<file path="config.mk">
export PLATFORM = sky130hd
export DESIGN_NAME = rib_mbox
export DESIGN_NICKNAME = d
export VERILOG_FILES = /design/src/rtl/rib_mbox_pkg.sv /design/src/rtl/rib_mbox_fifo.sv /design/src/rtl/rib_mbox.sv
export SDC_FILE = /design/constraint.sdc
export NUM_CORES = 1
export LEC_CHECK = 0
export ABC_AREA = 1
export BUFFER_PORTS_ARGS = -buffer_cell sky130_fd_sc_hd__buf_2
export CAP_MARGIN = 25
export CORE_ASPECT_RATIO = 0.5
export CORE_UTILIZATION = 55
export CTS_BUF_LIST = sky130_fd_sc_hd__clkbuf_4 sky130_fd_sc_hd__clkbuf_8
export CTS_CLUSTER_DIAMETER = 40
export DETAILED_ROUTE_END_ITERATION = 8
export PLACE_DENSITY = 0.81
export SYNTH_ARGS = -nofsm -noshare
export SYNTH_HDL_FRONTEND = slang
export SYNTH_SLANG_ARGS = --single-unit
</file>
<file path="constraint.sdc">
create_clock -name clk -period 5.1 [get_ports clk]
set_input_delay 0.51 -clock clk [delete_from_list [all_inputs] [get_ports clk]]
set_output_delay 0.51 -clock clk [all_outputs]
set_load 0.005 [all_outputs]
</file>
<file path="src/rtl/rib_mbox_pkg.sv">
// Shared register map, STATUS/CTRL bit positions and access FSM encodings for rib_mbox.
// Latency: n/a (declarations only).
// Backpressure: n/a (declarations only).
package rib_mbox_pkg;

    // Register offsets, decoded from addr_i[3:2]
    localparam logic [1:0] REG_DATA   = 2'd0;
    localparam logic [1:0] REG_STATUS = 2'd1;
    localparam logic [1:0] REG_CTRL   = 2'd2;
    localparam logic [1:0] REG_RSVD   = 2'd3;

    // FIFO occupancy width: holds 0..16
    localparam int CNT_W = 5;

    // STATUS layout
    localparam int ST_RX_CNT_LSB = 0;
    localparam int ST_TX_CNT_LSB = 5;
    localparam int ST_RX_EMPTY   = 10;
    localparam int ST_TX_FULL    = 11;
    localparam int ST_UNDERFLOW  = 12;

    // CTRL layout
    localparam int CTRL_FLUSH  = 0;
    localparam int CTRL_IRQ_EN = 1;

    // Wait-state counter width: holds 0..7
    localparam int WCNT_W = 3;

    typedef enum logic [1:0] {
        FSM_IDLE = 2'd0,
        FSM_WAIT = 2'd1,
        FSM_DONE = 2'd2
    } fsm_state_t;

endpackage

</file>
<file path="src/rtl/rib_mbox_fifo.sv">
// Synchronous word FIFO with flush; head word is visible on rdata without a pop.
// Latency: push visible at the head one cycle after the write edge when empty.
// Backpressure: push ignored when full, pop ignored when empty; flush beats both.
// Ports: clk/rst (async active-low), push/wdata, pop, flush, rdata (head), count, empty, full.
module rib_mbox_fifo
    import rib_mbox_pkg::*;
#(
    parameter int DEPTH = 8,
    parameter int WIDTH = 32
) (
    input  logic             clk,
    input  logic             rst,
    input  logic             push,
    input  logic [WIDTH-1:0] wdata,
    input  logic             pop,
    input  logic             flush,
    output logic [WIDTH-1:0] rdata,
    output logic [CNT_W-1:0] count,
    output logic             empty,
    output logic             full
);
    localparam int AW = $clog2(DEPTH);
    localparam logic [CNT_W-1:0] FULL_CNT = CNT_W'(DEPTH);

    logic [WIDTH-1:0] mem [DEPTH];
    logic [AW-1:0]    wr_ptr;
    logic [AW-1:0]    rd_ptr;
    logic             do_push;
    logic             do_pop;

    assign empty   = (count == '0);
    assign full    = (count == FULL_CNT);
    assign do_push = push & ~full;
    assign do_pop  = pop & ~empty;
    assign rdata   = mem[rd_ptr];

    // Storage is not reset; the pointers alone define what is valid.
    always_ff @(posedge clk) begin
        if (do_push) begin
            mem[wr_ptr] <= wdata;
        end
    end

    // DEPTH is a power of two, so pointer wrap is the natural overflow.
    always_ff @(posedge clk or negedge rst) begin
        if (!rst) begin
            wr_ptr <= '0;
            rd_ptr <= '0;
            count  <= '0;
        end else if (flush) begin
            wr_ptr <= '0;
            rd_ptr <= '0;
            count  <= '0;
        end else begin
            if (do_push) begin
                wr_ptr <= wr_ptr + AW'(1);
            end
            if (do_pop) begin
                rd_ptr <= rd_ptr + AW'(1);
            end
            if (do_push && !do_pop) begin
                count <= count + CNT_W'(1);
            end else if (!do_push && do_pop) begin
                count <= count - CNT_W'(1);
            end
        end
    end

endmodule

</file>
<file path="src/rtl/rib_mbox.sv">
// RIB-bus mailbox: DATA/STATUS/CTRL registers over a TX FIFO (bus->stream) and RX FIFO (stream->bus).
// Latency: WAIT_CYCLES=0 completes in the request cycle; otherwise hold_o spans max(2, WAIT_CYCLES) cycles.
// Backpressure: hold_o stalls the master during wait states and while a DATA write meets a full TX FIFO.
// Ports: clk, rst (async active-low); RIB req_i/we_i/addr_i/data_i/data_o/hold_o;
//        TX stream tx_data_o/tx_valid_o/tx_ready_i; RX stream rx_data_i/rx_valid_i/rx_ready_o; irq_o.
// Option: define RIB_MBOX_IRQ_EN to enable the CTRL.irq_en bit and a registered irq_o.
module rib_mbox #(
    parameter int DEPTH       = 8,
    parameter int WAIT_CYCLES = 1
) (
    input  logic        clk,
    input  logic        rst,
    input  logic        req_i,
    input  logic        we_i,
    input  logic [31:0] addr_i,
    input  logic [31:0] data_i,
    output logic [31:0] data_o,
    output logic        hold_o,
    output logic [31:0] tx_data_o,
    output logic        tx_valid_o,
    input  logic        tx_ready_i,
    input  logic [31:0] rx_data_i,
    input  logic        rx_valid_i,
    output logic        rx_ready_o,
    output logic        irq_o
);
    import rib_mbox_pkg::*;

    // The request cycle counts as the first wait state, so the counter holds the remainder.
    localparam logic [WCNT_W-1:0] WAIT_LOAD =
        (WAIT_CYCLES > 0) ? WCNT_W'(WAIT_CYCLES - 1) : '0;

    fsm_state_t        state_q;
    fsm_state_t        state_d;
    logic [WCNT_W-1:0] cnt_q;
    logic [WCNT_W-1:0] cnt_d;
    logic [WCNT_W-1:0] cnt_dec;

    logic [1:0]        reg_sel;
    logic              stall;
    logic              hold;
    logic              commit_raw;
    logic              commit;

    logic              tx_push;
    logic              tx_pop;
    logic              tx_full;
    logic              tx_empty;
    logic [CNT_W-1:0]  tx_count;
    logic              rx_push;
    logic              rx_pop;
    logic              rx_full;
    logic              rx_empty;
    logic [CNT_W-1:0]  rx_count;
    logic [31:0]       rx_head;

    logic              ctrl_wr;
    logic              flush;
    logic              uf_set;
    logic              underflow;
    logic              irq_en;
    logic [31:0]       status;
    logic [31:0]       rd_word;

    logic              unused_addr;
    assign unused_addr = ^{addr_i[31:4], addr_i[1:0]};

    assign reg_sel = addr_i[3:2];
    // A DATA write may only commit while the TX FIFO has room.
    assign stall   = we_i & (reg_sel == REG_DATA) & tx_full;
    assign cnt_dec = (cnt_q == '0) ? '0 : cnt_q - WCNT_W'(1);

    // ---------------- FSM: state register ----------------
    always_ff @(posedge clk or negedge rst) begin
        if (!rst) begin
            state_q <= FSM_IDLE;
            cnt_q   <= '0;
        end else begin
            state_q <= state_d;
            cnt_q   <= cnt_d;
        end
    end

    // ---------------- FSM: next state ----------------
    always_comb begin
        state_d = state_q;
        cnt_d   = cnt_q;
        case (state_q)
            FSM_IDLE: begin
                if (req_i) begin
                    if (WAIT_CYCLES > 0) begin
                        state_d = FSM_WAIT;
                        cnt_d   = WAIT_LOAD;
                    end else if (stall) begin
                        state_d = FSM_DONE;
                    end
                end
            end
            FSM_WAIT: begin
                if (!req_i) begin
                    state_d = FSM_IDLE;
                    cnt_d   = '0;
                end else begin
                    cnt_d = cnt_dec;
                    if (cnt_dec == '0) begin
                        state_d = FSM_DONE;
                    end
                end
            end
            FSM_DONE: begin
                if (!req_i || !stall) begin
                    state_d = FSM_IDLE;
                end
            end
            default: begin
                state_d = FSM_IDLE;
                cnt_d   = '0;
            end
        endcase
    end

    // ---------------- FSM: outputs ----------------
    always_comb begin
        hold       = 1'b0;
        commit_raw = 1'b0;
        case (state_q)
            FSM_IDLE: begin
                if (req_i) begin
                    if ((WAIT_CYCLES > 0) || stall) begin
                        hold = 1'b1;
                    end else begin
                        commit_raw = 1'b1;
                    end
                end
            end
            FSM_WAIT: begin
                hold = req_i;
            end
            FSM_DONE: begin
                if (req_i) begin
                    if (stall) begin
                        hold = 1'b1;
                    end else begin
                        commit_raw = 1'b1;
                    end
                end
            end
            default: begin
                hold       = 1'b0;
                commit_raw = 1'b0;
            end
        endcase
    end

    // Outputs must be quiet while reset is held, even with req_i high.
    assign commit = commit_raw & rst;
    assign hold_o = hold & rst;

    // ---------------- Access side effects ----------------
    assign tx_push = commit & we_i & (reg_sel == REG_DATA);
    assign rx_pop  = commit & ~we_i & (reg_sel == REG_DATA) & ~rx_empty;
    assign uf_set  = commit & ~we_i & (reg_sel == REG_DATA) & rx_empty;
    assign ctrl_wr = commit & we_i & (reg_sel == REG_CTRL);
    assign flush   = ctrl_wr & data_i[CTRL_FLUSH];

    assign tx_valid_o = rst & ~tx_empty;
    assign tx_pop     = tx_valid_o & tx_ready_i;
    assign rx_ready_o = rst & ~rx_full & ~flush;
    assign rx_push    = rx_valid_i & rx_ready_o;

    always_ff @(posedge clk or negedge rst) begin
        if (!rst) begin
            underflow <= 1'b0;
        end else if (flush) begin
            underflow <= 1'b0;
        end else if (uf_set) begin
            underflow <= 1'b1;
        end
    end

`ifdef RIB_MBOX_IRQ_EN
    logic irq_q;

    always_ff @(posedge clk or negedge rst) begin
        if (!rst) begin
            irq_en <= 1'b0;
            irq_q  <= 1'b0;
        end else begin
            if (ctrl_wr) begin
                irq_en <= data_i[CTRL_IRQ_EN];
            end
            irq_q <= irq_en & (~rx_empty | underflow);
        end
    end

    assign irq_o = irq_q;
`else
    assign irq_en = 1'b0;
    assign irq_o  = 1'b0;
`endif

    // ---------------- Read path ----------------
    always_comb begin
        status = '0;
        status[ST_RX_CNT_LSB +: CNT_W] = rx_count;
        status[ST_TX_CNT_LSB +: CNT_W] = tx_count;
        status[ST_RX_EMPTY]            = rx_empty;
        status[ST_TX_FULL]             = tx_full;
        status[ST_UNDERFLOW]           = underflow;
    end

    always_comb begin
        rd_word = '0;
        case (reg_sel)
            REG_DATA:   rd_word = rx_empty ? '0 : rx_head;
            REG_STATUS: rd_word = status;
            REG_CTRL:   rd_word[CTRL_IRQ_EN] = irq_en;
            REG_RSVD:   rd_word = '0;
            default:    rd_word = '0;
        endcase
    end

    assign data_o = (commit && !we_i) ? rd_word : '0;

    // ---------------- FIFOs ----------------
    rib_mbox_fifo #(
        .DEPTH (DEPTH),
        .WIDTH (32)
    ) u_tx_fifo (
        .clk   (clk),
        .rst   (rst),
        .push  (tx_push),
        .wdata (data_i),
        .pop   (tx_pop),
        .flush (flush),
        .rdata (tx_data_o),
        .count (tx_count),
        .empty (tx_empty),
        .full  (tx_full)
    );

    rib_mbox_fifo #(
        .DEPTH (DEPTH),
        .WIDTH (32)
    ) u_rx_fifo (
        .clk   (clk),
        .rst   (rst),
        .push  (rx_push),
        .wdata (rx_data_i),
        .pop   (rx_pop),
        .flush (flush),
        .rdata (rx_head),
        .count (rx_count),
        .empty (rx_empty),
        .full  (rx_full)
    );

endmodule

</file>
==> run_results.csv, run 1 <==
group,metric,value,unit
synth,netlist_top_cells_count,"512 x edfxtp_1, 400 x nor2_1, 211 x o21ai_0",
clock_network,cts_tree,"done",
critical_path,crit_arrival,3640,ps
synth,synthCells,1689,
detailed_routing,route.detailed.drc,0,
synth,ys_ff_latch,540,
floorplan,initial_core_util,55.86,%
detailed_routing,totalWireLength,45.67,mm
layout,postLayoutCoreUtil,63.09,%
hold_path,hp-class,"in2reg",
floorplan,placementRows,51,
clock_network,clk-insertion-delay-late,640,ps
global_routing,grt_pass1_vias,13440,
synth,yosys.cell_count.top_type,"edfxtp_1",
sta,maxSlewHeadroom,42.61,%
sta,drv_slew,0,
synth,ys_warn_count,0,
synth,synth_top_cell_by_area,"edfxtp_1",
sta,finalCritPeriodShare,81.39,%
clock_network,cts.path.max_buffers,3,
pwr,vdd_drop_max,0.3323,mV
critical_path,max_stage_delay,890,ps
layout,nNetsFinal,1951,
critical_path,required,4590,ps
detailed_routing,drt_pass1_iterations,6,
floorplan,die_area,0.04038,mm²
pwr,power.leakage,8.515,nW
detailed_routing,post_drt_via_cell_ratio,5.700,
global_routing,grt_usage,22.74,%
global_routing,grt_start_max_net_pins,84,
synth,synth_edf_count,512,
detailed_routing,num_vias,13810,
synth,synth_ff_type,"edfxtp_1",
detailed_routing,wl_per_cell,18.85,µm
floorplan,core,0.03892,mm²
clock_network,htree_levels,3,
sta,setup_tns,0,ps
floorplan,fp.dieH,142.6,µm
critical_path,path_max_fanout,70,
job,drv_cap,0,
synth,ys_top_cells_by_area,"edfxtp_1 71%, nor2_1 6.9%, o21ai_0 4.9%",
clock_network,numCtsBuffers,76,
placement,hpwl,24.64,mm
sta,rsz0062_at_grt,"no",
global_routing,grt-ovfl-total,0,
placement,place.gp.congestion,0.8279,
synth,synth_cell_type_count,40,
floorplan,die_w,283.2,µm
layout,syn2layout_area_growth,12.93,%
critical_path,path_cells,"clkinv_2 > buf_4 > nor2_1 > o22ai_1 > o211ai_1 > a21oi_1 > buf_2",
critical_path,path_class,"reg2out",
critical_path,crit_slowest_cell,"dfrtp_4",
sta,fin_crit,4151,ps
floorplan,io_pins,170,
sta,skew,55.66,ps
global_routing,grt_pass1_wl,71.07,mm
pwr,power.density,458.9,mW/mm²
detailed_routing,drtIter0Drc,1405,
clock_network,path_clk_slew,70,ps
synth,synth_nets,1806,
placement,port_buffers,138,
sta,tightest_slew,859.5,ps
sta,hold_viol,0,
synth,avgSynthCellArea,12.87,µm²
sta,setup_violations,0,
detailed_routing,ant_nets,0,
synth,yosysSeqAreaShare,73.93,%
synth,async_flop_share,5.185,%
clock_network,clock_sinks,540,
synth,netlist_area,0.02174,mm²
synth,yosysTopAreaCellShare,70.71,%
sta,fmax,240.9,MHz
critical_path,cp-start-kind,"register",
layout,drive_gt1_share,17.50,%
outcome,status,"finished clean",
global_routing,grt_antenna_before_repair,2,
clock_network,cts_root_buf,"clkbuf_8",
critical_path,critPathCaptureType,"primary output",
[critical path: cells and delay by family, from the launching register on]
family	cells	cell delay [ps]
buffers and inverters	3	1400
flip-flops	1	890
AO/OA/AOI/OAI	3	570
AND/OR/NAND/NOR	1	140
[registers in the layout, indices dropped and copies added (netlist names), 5 cells and up]
register         cells
u_rx_fifo.mem      256
u_tx_fifo.mem      256
u_rx_fifo.count      5
u_tx_fifo.count      5
[layout make-up]
type	count	area [µm²]
inverters	37	141.4
repair buffers	169	996.0
clock inverters	28	166.4
clock buffers	107	1310
well taps	530	663.1
fillers	2818	14370
diodes	2	5.005
flip-flops and latches	540	16090
multi-input cells	1010	5186
[final timing paths]
check | from | end | slack [ps] | cells past startpoint
setup / recovery | u_rx_fifo.rd_ptr[0] | data_o[11] | 950 | 7
setup reg to reg | u_tx_fifo.count[0] | u_rx_fifo.mem[4][10] | 1880 | 10
hold / removal | rx_data_i[25] | u_rx_fifo.mem[3][25] | 140 | 1
max in group asynchronous | rst | u_rx_fifo.rd_ptr[0] | 4180 | 3
min in group asynchronous | rst | u_tx_fifo.count[0] | 560 | 3
hold reg to reg | underflow | underflow | 500 | 1
[per-stage QoR]
step                std cells  total power [mW]  setup WS [ps]  cell area (µm²)  hold slack [ps]
global route             2421             11.87          648.1            24550            122.9
detailed placement       2284             8.060           1492            23040            487.8
floorplan                1689             7.179           1139            21740            214.4
CTS                      2420             11.31          814.5            24520            99.87
finish                   2423             11.27          949.0            24560            135.5
global placement         2280             7.952           1601            22960            479.8
[report_power, final]
| group | leakage, nW | internal [mW] | switching, mW |
|---|---|---|---|
| registers | 4.94 | 5.07 | 0.246 |
| logic | 2.79 | 0.966 | 1.71 |
| clock network | 0.776 | 1.71 | 1.57 |
[what timing repair did]
action | 4_1_cts | 5_1_grt
endpoints found under the hold margin | 28 | 0
hold buffers | 1 | 0
setup buffers | 0 | 0
gates resized for setup | 0 | 0
[per-layer routing]
layer	global-route usage, %	share of wire (%)	vias up
met4	8.250	2.1	2
met3	4.343	6.7	92
li1	-	-	6482
met5	0	0.024	-
met2	38.43	49	515
met1	29.74	42	6720
[cell usage in the layout (no fill, tap or decap), types with 4 or more instances in the layout]
cell	n
a31oi_1	32
mux2i_1	18
a21oi_1	44
dfrtp_1	24
clkbuf_8	81
clkinv_2	6
o32ai_1	38
inv_2	6
nor3_2	8
clkinv_1	19
buf_12	4
o22ai_1	40
nand3_1	30
clkbuf_4	26
buf_2	138
o221ai_1	10
buf_4	25
nor2_4	11
nand2_1	110
o21ai_0	211
o211ai_1	16
ha_1	13
nor2_1	392
nand2_4	6
edfxtp_1	512
inv_1	28
[cell families after synthesis]
| group | count (synthesis) | share of synthesized area [%] |
|---|---|---|
| other | 1 | 0.01725 |
| xor gates and xnor gates | 6 | 0.2417 |
| DFF | 540 | 73.93 |
| adders and majority gates | 15 | 0.9322 |
| muxes | 18 | 0.8286 |
| buffers and inverters | 139 | 2.681 |
| AOI/OAI and AO/OA | 396 | 10.56 |
| and+or+nand+nor | 574 | 10.81 |
(Power assumes the default switching activity.)
==> run 2, diff against run 1 <==
clock period = 3.9 ns   (was 5.1 ns; I/O delays follow)
==> run 2 against run 1 <==
  * Clock-buffer cell count is 11 lower
  * Combinational power rose by 33%
  * Critical path type unchanged
  * Sequential power is 31% higher
  * Cell count up 1.9%
  * Register-to-register slack worse by 1100 ps
==> run_results.csv, run 2 (same netlist as run 1, synthesis figures left out) <==
group,metric,value,unit
job,drv_cap,0,
critical_path,worst_r2r_path_depth,10,
sta,finalCritPeriodShare,88.41,%
sta,skew,46.02,ps
placement,port_buffers,138,
sta,drv_slew,0,
clock_network,cts_root_buf,"clkbuf_8",
layout,postLayoutCoreUtil,64.24,%
global_routing,grt_start_max_net_pins,105,
detailed_routing,drt_pass1_iterations,5,
layout,largestRegisters,"u_rx_fifo.mem (256), u_tx_fifo.mem (256)",
detailed_routing,num_vias,14040,
detailed_routing,wl_per_cell,18.94,µm
detailed_routing,route.detailed.drc,0,
detailed_routing,post_drt_via_cell_ratio,5.683,
floorplan,placementRows,51,
clock_network,clk-insertion-delay-late,650,ps
critical_path,crit_arrival,3060,ps
global_routing,grt_pass1_vias,13460,
sta,hold_viol,0,
clock_network,path_clk_slew,70,ps
clock_network,clock_sinks,540,
floorplan,die_w,283.2,µm
layout,multi_input_area,0.005186,mm²
detailed_routing,totalWireLength,46.78,mm
floorplan,io_pins,170,
layout,syn2layout_area_growth,15.00,%
sta,maxSlewHeadroom,29.92,%
floorplan,initial_core_util,55.86,%
layout,final_cell_mix,"512 x edfxtp_1, 392 x nor2_1, 211 x o21ai_0",
placement,place.gp.congestion,0.8143,
critical_path,path_class,"reg2out",
outcome,status,"finished clean",
layout,fillerInstances,2799,
clock_network,htree_levels,3,
global_routing,grt_pass1_wl,71.97,mm
pwr,power.density,593.5,mW/mm²
layout,nNetsFinal,1999,
sta,setup_tns,0,ps
global_routing,grt-ovfl-total,0,
pwr,vdd_drop_max,0.4140,mV
floorplan,die_area,0.04038,mm²
layout,regArea,0.01609,mm²
global_routing,grt_usage,23.19,%
layout,drive_gt1_share,16.86,%
detailed_routing,drtIter0Drc,1417,
global_routing,grt_antenna_before_repair,1,
critical_path,cp-start-kind,"register",
sta,rsz0062_at_grt,"no",
sta,fin_crit,3448,ps
sta,fmax,290.0,MHz
layout,final_common_cell,"edfxtp_1",
clock_network,ctsResizeCount,0,
critical_path,required,3510,ps
floorplan,fp.dieH,142.6,µm
placement,hpwl,24.24,mm
hold_path,hp-class,"in2reg",
clock_network,numCtsBuffers,74,
sta,setup_violations,0,
clock_network,cts_tree,"done",
floorplan,core,0.03892,mm²
critical_path,path_max_fanout,76,
clock_network,cts.path.max_buffers,3,
critical_path,critPathCaptureType,"primary output",
pwr,power.leakage,8.708,nW
hold_path,hold_depth,1,
detailed_routing,ant_nets,0,
sta,tightest_slew,1051,ps
[run 2: changes by cell type in the layout (fill, tap and decap cells not counted), moves of 2 or more]
| cell | before | now |
|---|---|---|
| clkinv_1 | 19 | 24 |
| bufinv_16 | 1 | 3 |
| clkbuf_8 | 81 | 76 |
| buf_4 | 25 | 30 |
| inv_6 | 2 | 0 |
| inv_8 | 0 | 2 |
| clkbuf_4 | 26 | 20 |
| dlygate4sd3_1 | 1 | 48 |
[run 2: path summary, 6_finish.rpt]
path / startpoint / to / slack [ps]
max in group asynchronous: rst / u_rx_fifo.rd_ptr[0] / 3160
worst min register to register: state_q[0] / state_q[0] / 500
worst max-delay path: u_rx_fifo.rd_ptr[0] / data_o[19] / 450
min in group asynchronous: rst / u_tx_fifo.count[2] / 390
worst max register to register: u_tx_fifo.count[0] / u_rx_fifo.mem[2][28] / 780
worst min-delay path: data_i[16] / u_tx_fifo.mem[4][16] / 30
[run 2: stage by stage]
step	worst slack (ps)	power, mW	cells	hold slack (ps)	cell area [µm²]
after CTS	433.9	14.89	2469	0.2457	25000
final	451.9	14.84	2470	27.41	25010
after global routing	264.8	15.61	2470	4.582	25010
after floorplan	58.93	9.388	1689	94.41	21740
after global placement	868.7	10.45	2288	478.4	23050
after detailed placement	761.7	10.58	2288	487.9	23050
[run 2: area by class of cell]
| cell class | count | share of cell area, % |
|---|---|---|
| clock inverter | 37 | 1.091 |
| clock buffer | 96 | 4.783 |
| sequential | 540 | 64.33 |
| inverter | 37 | 0.5654 |
| antenna | 1 | 0.01001 |
| timing repair buffer | 219 | 5.824 |
| multi-input combinational | 1010 | 20.74 |
| tap | 530 | 2.652 |
[run 2: what timing repair did]
| item | 4_1_cts | 5_1_grt |
|---|---|---|
| setup endpoints to repair | 0 | 0 |
| buffers inserted | 0 | 0 |
| hold endpoints to repair | 365 | 0 |
| hold buffers | 48 | 0 |
[run 2: layer usage]
layer	wire, µm	vias to the layer above	track usage [%]	part of all wire [%]
met3	3051	89	4.343	6.5
met1	19600	6822	29.93	42
met4	992	0	8.848	2.1
li1	-	6575	-	-
met2	23140	551	39.50	49
met5	0	-	0	0
[run 2: critical path: stages (launching register included)]
cell	delay, ps
dfrtp_4	670
clkinv_2	480
buf_12	360
nor2_1	70
o32ai_1	230
nand2_1	100
a21oi_1	280
buf_2	170
[run 2: report_power, final]
group	internal, mW	switching [mW]
clock	2.23	2.11
sequential	6.63	0.318
combinational	1.30	2.25
